**src/rtl/uvma_axis_fifo.sv**
```systemverilog
// AXI-Stream FIFO: DEPTH-entry ring buffer between producer (s_*) and
// consumer (m_*); level/pkt_count report occupancy and stored packets.
// Ports: clk, reset_n (async, active-low); s_tvalid/s_tready/s_tdata/
//   s_tkeep/s_tlast in; m_tvalid/m_tready/m_tdata/m_tkeep/m_tlast out;
//   level and pkt_count occupancy outputs.
// Option: define UVMA_AXIS_FIFO_PKT_CNT_EN to build the tlast counter;
//   otherwise pkt_count is tied to 0.
module uvma_axis_fifo #(
  parameter int DATA_WIDTH = 32,
  parameter int DEPTH      = 8
) (
  input  logic                       clk,
  input  logic                       reset_n,
  input  logic                       s_tvalid,
  output logic                       s_tready,
  input  logic [DATA_WIDTH-1:0]      s_tdata,
  input  logic [DATA_WIDTH/8-1:0]    s_tkeep,
  input  logic                       s_tlast,
  output logic                       m_tvalid,
  input  logic                       m_tready,
  output logic [DATA_WIDTH-1:0]      m_tdata,
  output logic [DATA_WIDTH/8-1:0]    m_tkeep,
  output logic                       m_tlast,
  output logic [$clog2(DEPTH):0]     level,
  output logic [$clog2(DEPTH):0]     pkt_count
);

  localparam int AW = $clog2(DEPTH);
  localparam int KW = DATA_WIDTH / 8;
  localparam int LW = AW + 1;

  typedef struct packed {
    logic [DATA_WIDTH-1:0] data;
    logic [KW-1:0]         keep;
    logic                  last;
  } beat_t;

  beat_t          mem_q [DEPTH];
  beat_t          head;
  logic [AW-1:0]  wr_ptr_q;
  logic [AW-1:0]  rd_ptr_q;
  logic [LW-1:0]  level_q;
  logic [LW-1:0]  level_d;
  logic           s_rdy_q;
  logic           m_vld_q;
  logic           push;
  logic           pop;

  assign push = s_tvalid & s_rdy_q;
  assign pop  = m_vld_q & m_tready;
  assign head = mem_q[rd_ptr_q];

  always_comb begin
    level_d = level_q;
    case ({push, pop})
      2'b10:   level_d = level_q + LW'(1);
      2'b01:   level_d = level_q - LW'(1);
      default: level_d = level_q;
    endcase
  end

  // Handshake flags are derived from the next level so they
  // are registered yet exact on the cycle after each edge.
  always_ff @(posedge clk or negedge reset_n) begin
    if (!reset_n) begin
      wr_ptr_q <= '0;
      rd_ptr_q <= '0;
      level_q  <= '0;
      s_rdy_q  <= 1'b0;
      m_vld_q  <= 1'b0;
    end else begin
      if (push) wr_ptr_q <= wr_ptr_q + AW'(1);
      if (pop)  rd_ptr_q <= rd_ptr_q + AW'(1);
      level_q <= level_d;
      s_rdy_q <= (level_d < LW'(DEPTH));
      m_vld_q <= (level_d != '0);
    end
  end

  // Storage is intentionally not reset.
  always_ff @(posedge clk) begin
    if (push) begin
      mem_q[wr_ptr_q] <= '{data: s_tdata,
                           keep: s_tkeep,
                           last: s_tlast};
    end
  end

`ifdef UVMA_AXIS_FIFO_PKT_CNT_EN
  logic [LW-1:0] pkt_q;
  logic [LW-1:0] pkt_d;

  always_comb begin
    pkt_d = pkt_q;
    case ({push & s_tlast, pop & head.last})
      2'b10:   pkt_d = pkt_q + LW'(1);
      2'b01:   pkt_d = pkt_q - LW'(1);
      default: pkt_d = pkt_q;
    endcase
  end

  always_ff @(posedge clk or negedge reset_n) begin
    if (!reset_n) pkt_q <= '0;
    else          pkt_q <= pkt_d;
  end

  assign pkt_count = pkt_q;
`else
  assign pkt_count = '0;
`endif

  assign s_tready = s_rdy_q;
  assign m_tvalid = m_vld_q;
  assign m_tdata  = head.data;
  assign m_tkeep  = head.keep;
  assign m_tlast  = head.last;
  assign level    = level_q;

endmodule

```
**config.mk**
```make
export PLATFORM = sky130hd
export DESIGN_NAME = uvma_axis_fifo
export DESIGN_NICKNAME = d
export VERILOG_FILES = /design/src/rtl/uvma_axis_fifo.sv
export SDC_FILE = /design/constraint.sdc
export NUM_CORES = 1
export LEC_CHECK = 0
export ABC_CLOCK_PERIOD_IN_PS = 6800
export CAP_MARGIN = 20
export CORE_ASPECT_RATIO = 0.8
export CORE_UTILIZATION = 62
export CTS_CLUSTER_SIZE = 30
export DETAILED_ROUTE_END_ITERATION = 8
export PLACE_DENSITY = 0.84
export SLEW_MARGIN = 25
export SYNTH_ARGS = -nofsm -noshare
export SYNTH_HDL_FRONTEND = slang
export SYNTH_SLANG_ARGS = --single-unit
```
**constraint.sdc**
```tcl
create_clock -name clk -period 6.8 [get_ports clk]
set_input_delay 1.36 -clock clk [delete_from_list [all_inputs] [get_ports clk]]
set_output_delay 1.36 -clock clk [all_outputs]
set_load 0.02 [all_outputs]
```
==> results_tabular.tex, run 1 <==
\begin{tabular}{lr}
\hline
Metric & Value \\
\hline
\multicolumn{2}{l}{\textbf{Yosys}} \\
Cell variety after synth & 30 \\
Yosys warnings & 0 \\
Top cell type by total area after synthesis & sky130\_fd\_sc\_hd\_\_edfxtp\_1 \\
Mapped Avg Cell Area & 23.84 um\^{}2 \\
Ranking of synthesized cells by area & sky130\_fd\_sc\_hd\_\_edfxtp\_1 75\%, sky130\_fd\_sc\_hd\_\_mux4\_2 14\%, sky130\_fd\_sc\_hd\_\_mux2\_2 3.8\% \\
Sequential element share of the synthesized area & 0.7785 \\
Share of the synthesized area in the top cell type & 0.7531 \\
Top FF cell, synth & sky130\_fd\_sc\_hd\_\_edfxtp\_1 \\
Number of flops mapped to enable cells by yosys & 296 \\
Count of mapped cells out of synthesis & approximately 500 \\
Synthesized area & 11800 um\^{}2 \\
Share of synthesized flip-flops with an asynchronous set or reset & 0.03896 \\
Synthesized flop and latch total & 308 \\
\multicolumn{2}{l}{\textbf{Power}} \\
Standby leakage power & 4.427 nW \\
PD cells & $\sim$440 nW/um\^{}2 \\
Pwr Total & between 0.006 and 0.007 W \\
Worst supply voltage drop on vdd & 0.3091 mV \\
\multicolumn{2}{l}{\textbf{Setup path}} \\
Largest stage delay on the critical path & 0.88 ns \\
Highest fanout seen on the critical path & 34 \\
Worst reg-to-reg path cell count & 3 \\
CP endpoint & m\_tkeep[3] \\
Endpoint of the worst register-to-register path & mem\_q[4][36] \\
Category of the worst setup path launch point & register \\
Worst setup path startpoint & rd\_ptr\_q[0] \\
Startpoint of the worst-slack reg-to-reg timing path & wr\_ptr\_q[2] \\
Arrival time reported for the critical path endpoint & 3.40 ns \\
Critical path's slowest cell & sky130\_fd\_sc\_hd\_\_dfrtp\_4 \\
Critical Path RT & 5.44 ns \\
Sort of element at the end of the critical path & primary output \\
Class of the most critical setup path & register to primary output \\
Worst R2R Setup Slack & 4.24 ns \\
Critical path, cell by cell & buf\_4 -> mux4\_2 -> mux2\_2 -> clkdlybuf4s50\_1 \\
\multicolumn{2}{l}{\textbf{Cells and area}} \\
Leading cell types in the layout, fill and taps excluded & 296 x sky130\_fd\_sc\_hd\_\_edfxtp\_1, 83 x sky130\_fd\_sc\_hd\_\_clkdlybuf4s50\_1, 74 x sky130\_fd\_sc\_hd\_\_mux4\_2 \\
Post-layout instance area & approximately 14000 um\^{}2 \\
Commonest non-fill, non-tap cell in the layout & sky130\_fd\_sc\_hd\_\_edfxtp\_1 \\
Number of nets at the end of the flow & around 640 \\
Signed area change from the synthesized netlist to the final layout & 17.71\% \\
Share of final-layout standard cells stronger than drive strength 1 & 0.2934 \\
\multicolumn{2}{l}{\textbf{STA}} \\
Worst setup skew after layout & 0.01087 ns \\
Total count of max-transition violations in the final report & 0 \\
Number of failing hold endpoints at the final stage & 0 \\
Final Cycle Share & 0.6999 \\
Summed negative setup slack over all endpoints & 0 ns \\
Number of endpoints failing setup at the final stage & 0 \\
Transition time at the pin with the least slew margin & 0.8150 ns \\
Time the worst path needs with I/O delays and setup & 4.759 ns \\
Worst slew margin relative to its limit & 0.4537 \\
Top achievable clock speed & roughly 0.21 GHz \\
Setup repair after global routing missed its margin & no \\
\multicolumn{2}{l}{\textbf{Die}} \\
Horizontal die dimension & 156.3 um \\
I/O pin cnt & 88 \\
Effective utilization at floorplan & 0.6419 \\
Placement row count & 44 \\
Std-Cell Core Area & 18390 um\^{}2 \\
Die outline area & 19600 um\^{}2 \\
Die span in y & 125.4 um \\
\multicolumn{2}{l}{\textbf{GRT}} \\
Vias in the first global route & 5764 \\
Initial antenna violation count & 1 \\
Final global-route overflow total & 0 \\
Global-route usage over all layers & 0.2398 \\
Largest net degree at the start of global routing & 77 \\
Global-route wire length before repair & 33890 um \\
\multicolumn{2}{l}{\textbf{Run status}} \\
Status & completed \\
\multicolumn{2}{l}{\textbf{Clocking}} \\
Count of hold buffers inserted by post-cts repair & 0 \\
Buffers inserted by post-CTS timing repair & 0 \\
Root cell of the clock tree & sky130\_fd\_sc\_hd\_\_clkbuf\_16 \\
Clock latency on the worst-skew pair & 0.54 ns \\
CTS tree & yes \\
CTS clk-pin slew, worst paths & 0.06 ns \\
Max Root-Sink Buffers & 3 \\
Resized cells post-CTS & 0 \\
Number of buffers created by CTS & 28 \\
\# H-tree levels & 1 \\
Clock Sink Count & between 300 and 400 \\
\multicolumn{2}{l}{\textbf{Routing}} \\
Final routed DRC violation total & 0 \\
Vias & 5425 \\
Sum of routed wire length over all layers & roughly 22000 um \\
First-pass iteration count of the detailed router & 5 \\
Iter 0 DRT Violations & 469 \\
Post-DRT Antenna Nets & 0 \\
Routed wire per std cell & between 20 and 30 um \\
Detailed-route vias per instance & 6.228 \\
\multicolumn{2}{l}{\textbf{Placed design}} \\
Number of port buffers & 83 \\
Placed wire-length estimate & 11840 um \\
Final weighted congestion of routability-driven global placement & 0.7904 \\
Standard cell area after detailed placement & 12940 um\^{}2 \\
\multicolumn{2}{l}{\textbf{Run}} \\
Max Cap Viol & 0 \\
\multicolumn{2}{l}{\textbf{Min path}} \\
Worst hold path type & register to register \\
\hline
\end{tabular}
power breakdown:
part | leakage [nW] | internal (W) | total (W) | switching [W]
sequential | 2.81 | 0.00231 | 0.00256 | 0.000255
combinational | 1.16 | 0.00104 | 0.00193 | 0.000884
clock | 0.454 | 0.000928 | 0.00158 | 0.000654
total | 4.43 | 0.00428 | 0.00607 | 0.00179
flip-flops by register name, indices dropped and copies added (netlist names):
signal / cells
mem_q: 296
level: 4
s_tready: 1
m_tvalid: 1
rd_ptr_q: 3
wr_ptr_q: 3
how the worst min path moves through the flow:
stage                start           to  slack (ns)  cells after the start
2_1_floorplan  wr_ptr_q[2]  wr_ptr_q[2]        0.53                      1
3_3_place_gp      level[2]     level[2]        0.54                      1
3_5_place_dp      level[2]     level[2]        0.54                      1
4_1_cts           level[2]     level[2]        0.57                      1
5_1_grt           level[2]     level[2]        0.58                      1
6_report          level[2]     level[2]        0.57                      1
layer usage:
| metal | wire length [um] | vias to the layer above | share of wire | track usage |
|---|---|---|---|---|
| li1 | - | 2282 | - | - |
| met1 | 8609 | 2832 | 0.39 | 0.3155 |
| met2 | 11280 | 255 | 0.51 | 0.4039 |
| met3 | 1713 | 56 | 0.077 | 0.04887 |
| met4 | 616 | 0 | 0.028 | 0.08362 |
| met5 | 0 | - | 0 | 0 |
logic make-up after synthesis:
logic type | after synthesis | synth area share
buffers and inverters | 26 | 0.01389
adders and majority gates | 5 | 0.005301
AOI/OAI and AO/OA | 5 | 0.003710
and+or+nand+nor | 26 | 0.01134
other | 1 | 0.0003177
muxes | 115 | 0.1802
DFF | 308 | 0.7785
xor gates and xnor gates | 9 | 0.006679
critical path, delay by kind of cell, from the launching register on:
family / cells / cell delay, ns
flip-flops: 1 / 0.88
buffers and inverters: 2 / 1.08
multiplexers: 2 / 0.89
cell usage after synthesis (3+ instances only):
master	count
sky130_fd_sc_hd__buf_1	4
sky130_fd_sc_hd__buf_2	5
sky130_fd_sc_hd__buf_4	4
sky130_fd_sc_hd__buf_6	6
sky130_fd_sc_hd__clkbuf_1	6
sky130_fd_sc_hd__dfrtp_1	12
sky130_fd_sc_hd__edfxtp_1	296
sky130_fd_sc_hd__ha_1	5
sky130_fd_sc_hd__mux2_2	40
sky130_fd_sc_hd__mux4_2	74
sky130_fd_sc_hd__nand2_1	5
sky130_fd_sc_hd__nand3_1	3
sky130_fd_sc_hd__nor2_1	7
sky130_fd_sc_hd__nor3_1	4
sky130_fd_sc_hd__xnor2_1	7
per-stage QoR:
stage	util	setup slack, ns	hold slack (ns)	cells
6_report	0.7556	2.041	0.5673	871
5_1_grt	0.7556	1.799	0.5781	871
4_1_cts	0.7544	1.935	0.5657	869
3_5_place_dp	0.7035	2.535	0.5405	819
3_3_place_gp	0.7034	2.598	0.5363	819
2_1_floorplan	-	1.185	0.5267	498
area by class of cell:
class                           count  area (um^2)
Inverter                            1        3.754
Clock buffer                       32        737.0
Antenna cell                        1        2.502
Clock inverter                     18        197.7
Tap cell                          253        316.6
Sequential cell                   308         9200
Fill cell                         975         4494
Multi-Input combinational cell    164         2510
Timing Repair Buffer               94        925.9
Note: power is estimated with default switching activity, not from simulation.
==> run 2, diff against run 1 <==
--- a/config.mk
+++ b/config.mk
@@ -5,13 +5,13 @@
 export SDC_FILE = /design/constraint.sdc
 export NUM_CORES = 1
 export LEC_CHECK = 0
-export ABC_CLOCK_PERIOD_IN_PS = 6800
+export ABC_CLOCK_PERIOD_IN_PS = 4650
 export CAP_MARGIN = 20
 export CORE_ASPECT_RATIO = 0.8
-export CORE_UTILIZATION = 62
+export CORE_UTILIZATION = 58
 export CTS_CLUSTER_SIZE = 30
 export DETAILED_ROUTE_END_ITERATION = 8
-export PLACE_DENSITY = 0.84
+export PLACE_DENSITY = 0.79
 export SLEW_MARGIN = 25
 export SYNTH_ARGS = -nofsm -noshare
 export SYNTH_HDL_FRONTEND = slang
==> constraint.sdc (replaced) <==
create_clock -name clk -period 4.65 [get_ports clk]
set_input_delay 0.93 -clock clk [delete_from_list [all_inputs] [get_ports clk]]
set_output_delay 0.93 -clock clk [all_outputs]
set_load 0.02 [all_outputs]
==> results_tabular.tex, run 2 (synthesized netlist as in run 1, its figures left out) <==
\begin{tabular}{lr}
\hline
Metric & Value \\
\hline
\multicolumn{2}{l}{\textbf{Die}} \\
I/O pin cnt & 88 (unchanged) \\
Effective utilization at floorplan & 0.5944 (-0.04748) \\
Die outline area & 20930 um\^{}2 (+6.8\%) \\
Placement row count & 46 (+4.5\%) \\
Horizontal die dimension & 161.5 um (+3.4\%) \\
Std-Cell Core Area & 19860 um\^{}2 (+8.0\%) \\
Die span in y & 129.6 um (+3.3\%) \\
\multicolumn{2}{l}{\textbf{STA}} \\
Worst slew margin relative to its limit & 0.4870 (+0.03333) \\
Top achievable clock speed & 0.2476 GHz \\
Total count of max-transition violations in the final report & 0 (unchanged) \\
Transition time at the pin with the least slew margin & 0.7676 ns (-0.04738 ns) \\
Worst setup skew after layout & 0.02251 ns (+0.01164 ns) \\
Number of failing hold endpoints at the final stage & 0 (unchanged) \\
Final Cycle Share & 0.8685 \\
Time the worst path needs with I/O delays and setup & 4.038 ns \\
Setup repair after global routing missed its margin & no \\
Summed negative setup slack over all endpoints & 0 ns (unchanged) \\
Number of endpoints failing setup at the final stage & 0 (unchanged) \\
\multicolumn{2}{l}{\textbf{Setup path}} \\
Class of the most critical setup path & register to primary output \\
Buf/Inv on CP & 2 (unchanged) \\
Arrival time reported for the critical path endpoint & 3.11 ns (-0.29 ns) \\
Endpoint of the worst register-to-register path & m\_tvalid \\
Critical Path RT & 3.72 ns (-1.72 ns) \\
Highest fanout seen on the critical path & 32 (-5.9\%) \\
Largest stage delay on the critical path & 0.85 ns (-0.03 ns) \\
Worst reg-to-reg path cell count & 8 (+5) \\
Category of the worst setup path launch point & register \\
Sort of element at the end of the critical path & primary output \\
Worst R2R Setup Slack & 2.29 ns (-1.95 ns) \\
Critical path's slowest cell & sky130\_fd\_sc\_hd\_\_dfrtp\_4 \\
Critical path, cell by cell & buf\_4 -> mux4\_2 -> mux2\_2 -> clkdlybuf4s50\_1 \\
Startpoint of the worst-slack reg-to-reg timing path & s\_tready \\
Largest delay contributor family on the critical path & buffers and inverters \\
\multicolumn{2}{l}{\textbf{Routing}} \\
First-pass iteration count of the detailed router & 5 (unchanged) \\
Vias & 5367 (-1.1\%) \\
Detailed-route vias per instance & 6.017 (-3.4\%) \\
Post-DRT Antenna Nets & 0 (unchanged) \\
Final routed DRC violation total & 0 (unchanged) \\
Sum of routed wire length over all layers & 21870 um (-1.6\%) \\
Iter 0 DRT Violations & 470 (+0.21\%) \\
Routed wire per std cell & 24.51 um (-3.9\%) \\
\multicolumn{2}{l}{\textbf{GRT}} \\
Vias in the first global route & 5681 (-1.4\%) \\
Initial antenna violation count & 1 (unchanged) \\
Final global-route overflow total & 0 (unchanged) \\
Largest net degree at the start of global routing & 43 (-44\%) \\
Global-route usage over all layers & 0.2155 (-0.02432) \\
Global-route wire length before repair & 32750 um (-3.3\%) \\
\multicolumn{2}{l}{\textbf{Power}} \\
PD cells & 630.9 nW/um\^{}2 (+44\%) \\
Standby leakage power & 4.454 nW (+0.60\%) \\
Pwr Total & 0.008790 W (+45\%) \\
Worst supply voltage drop on vdd & 0.5108 mV (+65\%) \\
\multicolumn{2}{l}{\textbf{Clocking}} \\
Clock Sink Count & 308 (unchanged) \\
Max Root-Sink Buffers & 3 (unchanged) \\
\# H-tree levels & 1 (unchanged) \\
CTS tree & yes \\
Resized cells post-CTS & 0 (unchanged) \\
CTS clk-pin slew, worst paths & 0.06 ns (about the same) \\
Root cell of the clock tree & sky130\_fd\_sc\_hd\_\_clkbuf\_16 \\
Count of hold buffers inserted by post-cts repair & 0 (unchanged) \\
Clock latency on the worst-skew pair & 0.55 ns (about the same) \\
Buffers inserted by post-CTS timing repair & 0 (unchanged) \\
Number of buffers created by CTS & 29 (+3.6\%) \\
\multicolumn{2}{l}{\textbf{Cells and area}} \\
Share of final-layout standard cells stronger than drive strength 1 & 0.2935 (about the same) \\
Number of nets at the end of the flow & 652 (+1.4\%) \\
Largest Register & mem\_q \\
Post-Layout Cell Count & 892 (+2.4\%) \\
Commonest non-fill, non-tap cell in the layout & sky130\_fd\_sc\_hd\_\_edfxtp\_1 \\
Signed area change from the synthesized netlist to the final layout & 18.04\% \\
Largest register FFs & 296 (unchanged) \\
Leading cell types in the layout, fill and taps excluded & 296 x sky130\_fd\_sc\_hd\_\_edfxtp\_1, 83 x sky130\_fd\_sc\_hd\_\_clkdlybuf4s50\_1, 74 x sky130\_fd\_sc\_hd\_\_mux4\_2 \\
\multicolumn{2}{l}{\textbf{Placed design}} \\
Number of port buffers & 83 (unchanged) \\
Inst Count DP & 839 (+2.4\%) \\
Placed wire-length estimate & 12330 um (+4.1\%) \\
Final weighted congestion of routability-driven global placement & 0.7192 (-9.0\%) \\
\multicolumn{2}{l}{\textbf{Min path}} \\
Worst hold path type & register to register \\
Hold Crit Endpoint & level[2] \\
Depth of the worst hold-timing path & 1 (unchanged) \\
Worst Hold Launch & level[2] \\
\multicolumn{2}{l}{\textbf{Run status}} \\
Status & completed \\
\multicolumn{2}{l}{\textbf{Run}} \\
Max Cap Viol & 0 (unchanged) \\
\hline
\end{tabular}
==> run 2: final cells by class <==
class	instances	area (um^2)
Multi-Input combinational cell	164	2519
Sequential cell	308	9200
Clock inverter	12	113.9
Tap cell	264	330.3
Inverter	1	3.754
Antenna cell	1	2.502
Timing Repair Buffer	102	985.9
Fill cell	1183	5924
Clock buffer	40	777.0
==> run 2: per-layer routing <==
layer | vias to the layer above | part of all wire | global-route usage
li1 | 2299 | - | -
met1 | 2814 | 0.41 | 0.3058
met2 | 218 | 0.50 | 0.3560
met3 | 36 | 0.072 | 0.03617
met4 | 0 | 0.018 | 0.05605
met5 | - | 0 | 0
==> run 2: where the power goes <==
part	switching (W)	internal, W	leakage [nW]
logic	0.00127	0.00155	1.21
registers	0.000372	0.00337	2.81
clock network	0.000945	0.00128	0.438
total	0.00259	0.00620	4.45
==> run 2: worst max path at each step <==
stage                  end  cells past startpoint  slack, ns        start
6_report       m_tdata[29]                      4       0.61  rd_ptr_q[0]
5_1_grt        m_tdata[29]                      4       0.46  rd_ptr_q[0]
4_1_cts        m_tdata[29]                      4       0.54  rd_ptr_q[0]
3_5_place_dp   m_tdata[29]                      4       1.12  rd_ptr_q[0]
3_3_place_gp    m_tdata[8]                      4       1.16  rd_ptr_q[0]
2_1_floorplan  mem_q[2][0]                      2       0.45     s_tvalid
==> run 2: per-stage QoR <==
| step | cell area, um^2 | utilization | hold slack [ns] | worst slack [ns] |
|---|---|---|---|---|
| after global placement | 13040 | 0.6565 | 0.5503 | 1.161 |
| after CTS | 13930 | 0.7015 | 0.5799 | 0.5399 |
| after detailed placement | 13040 | 0.6566 | 0.5644 | 1.124 |
| after floorplan | 11820 | - | 0.5427 | 0.4475 |
| after global routing | 13930 | 0.7015 | 0.6007 | 0.4616 |
| final | 13930 | 0.7016 | 0.5710 | 0.6115 |
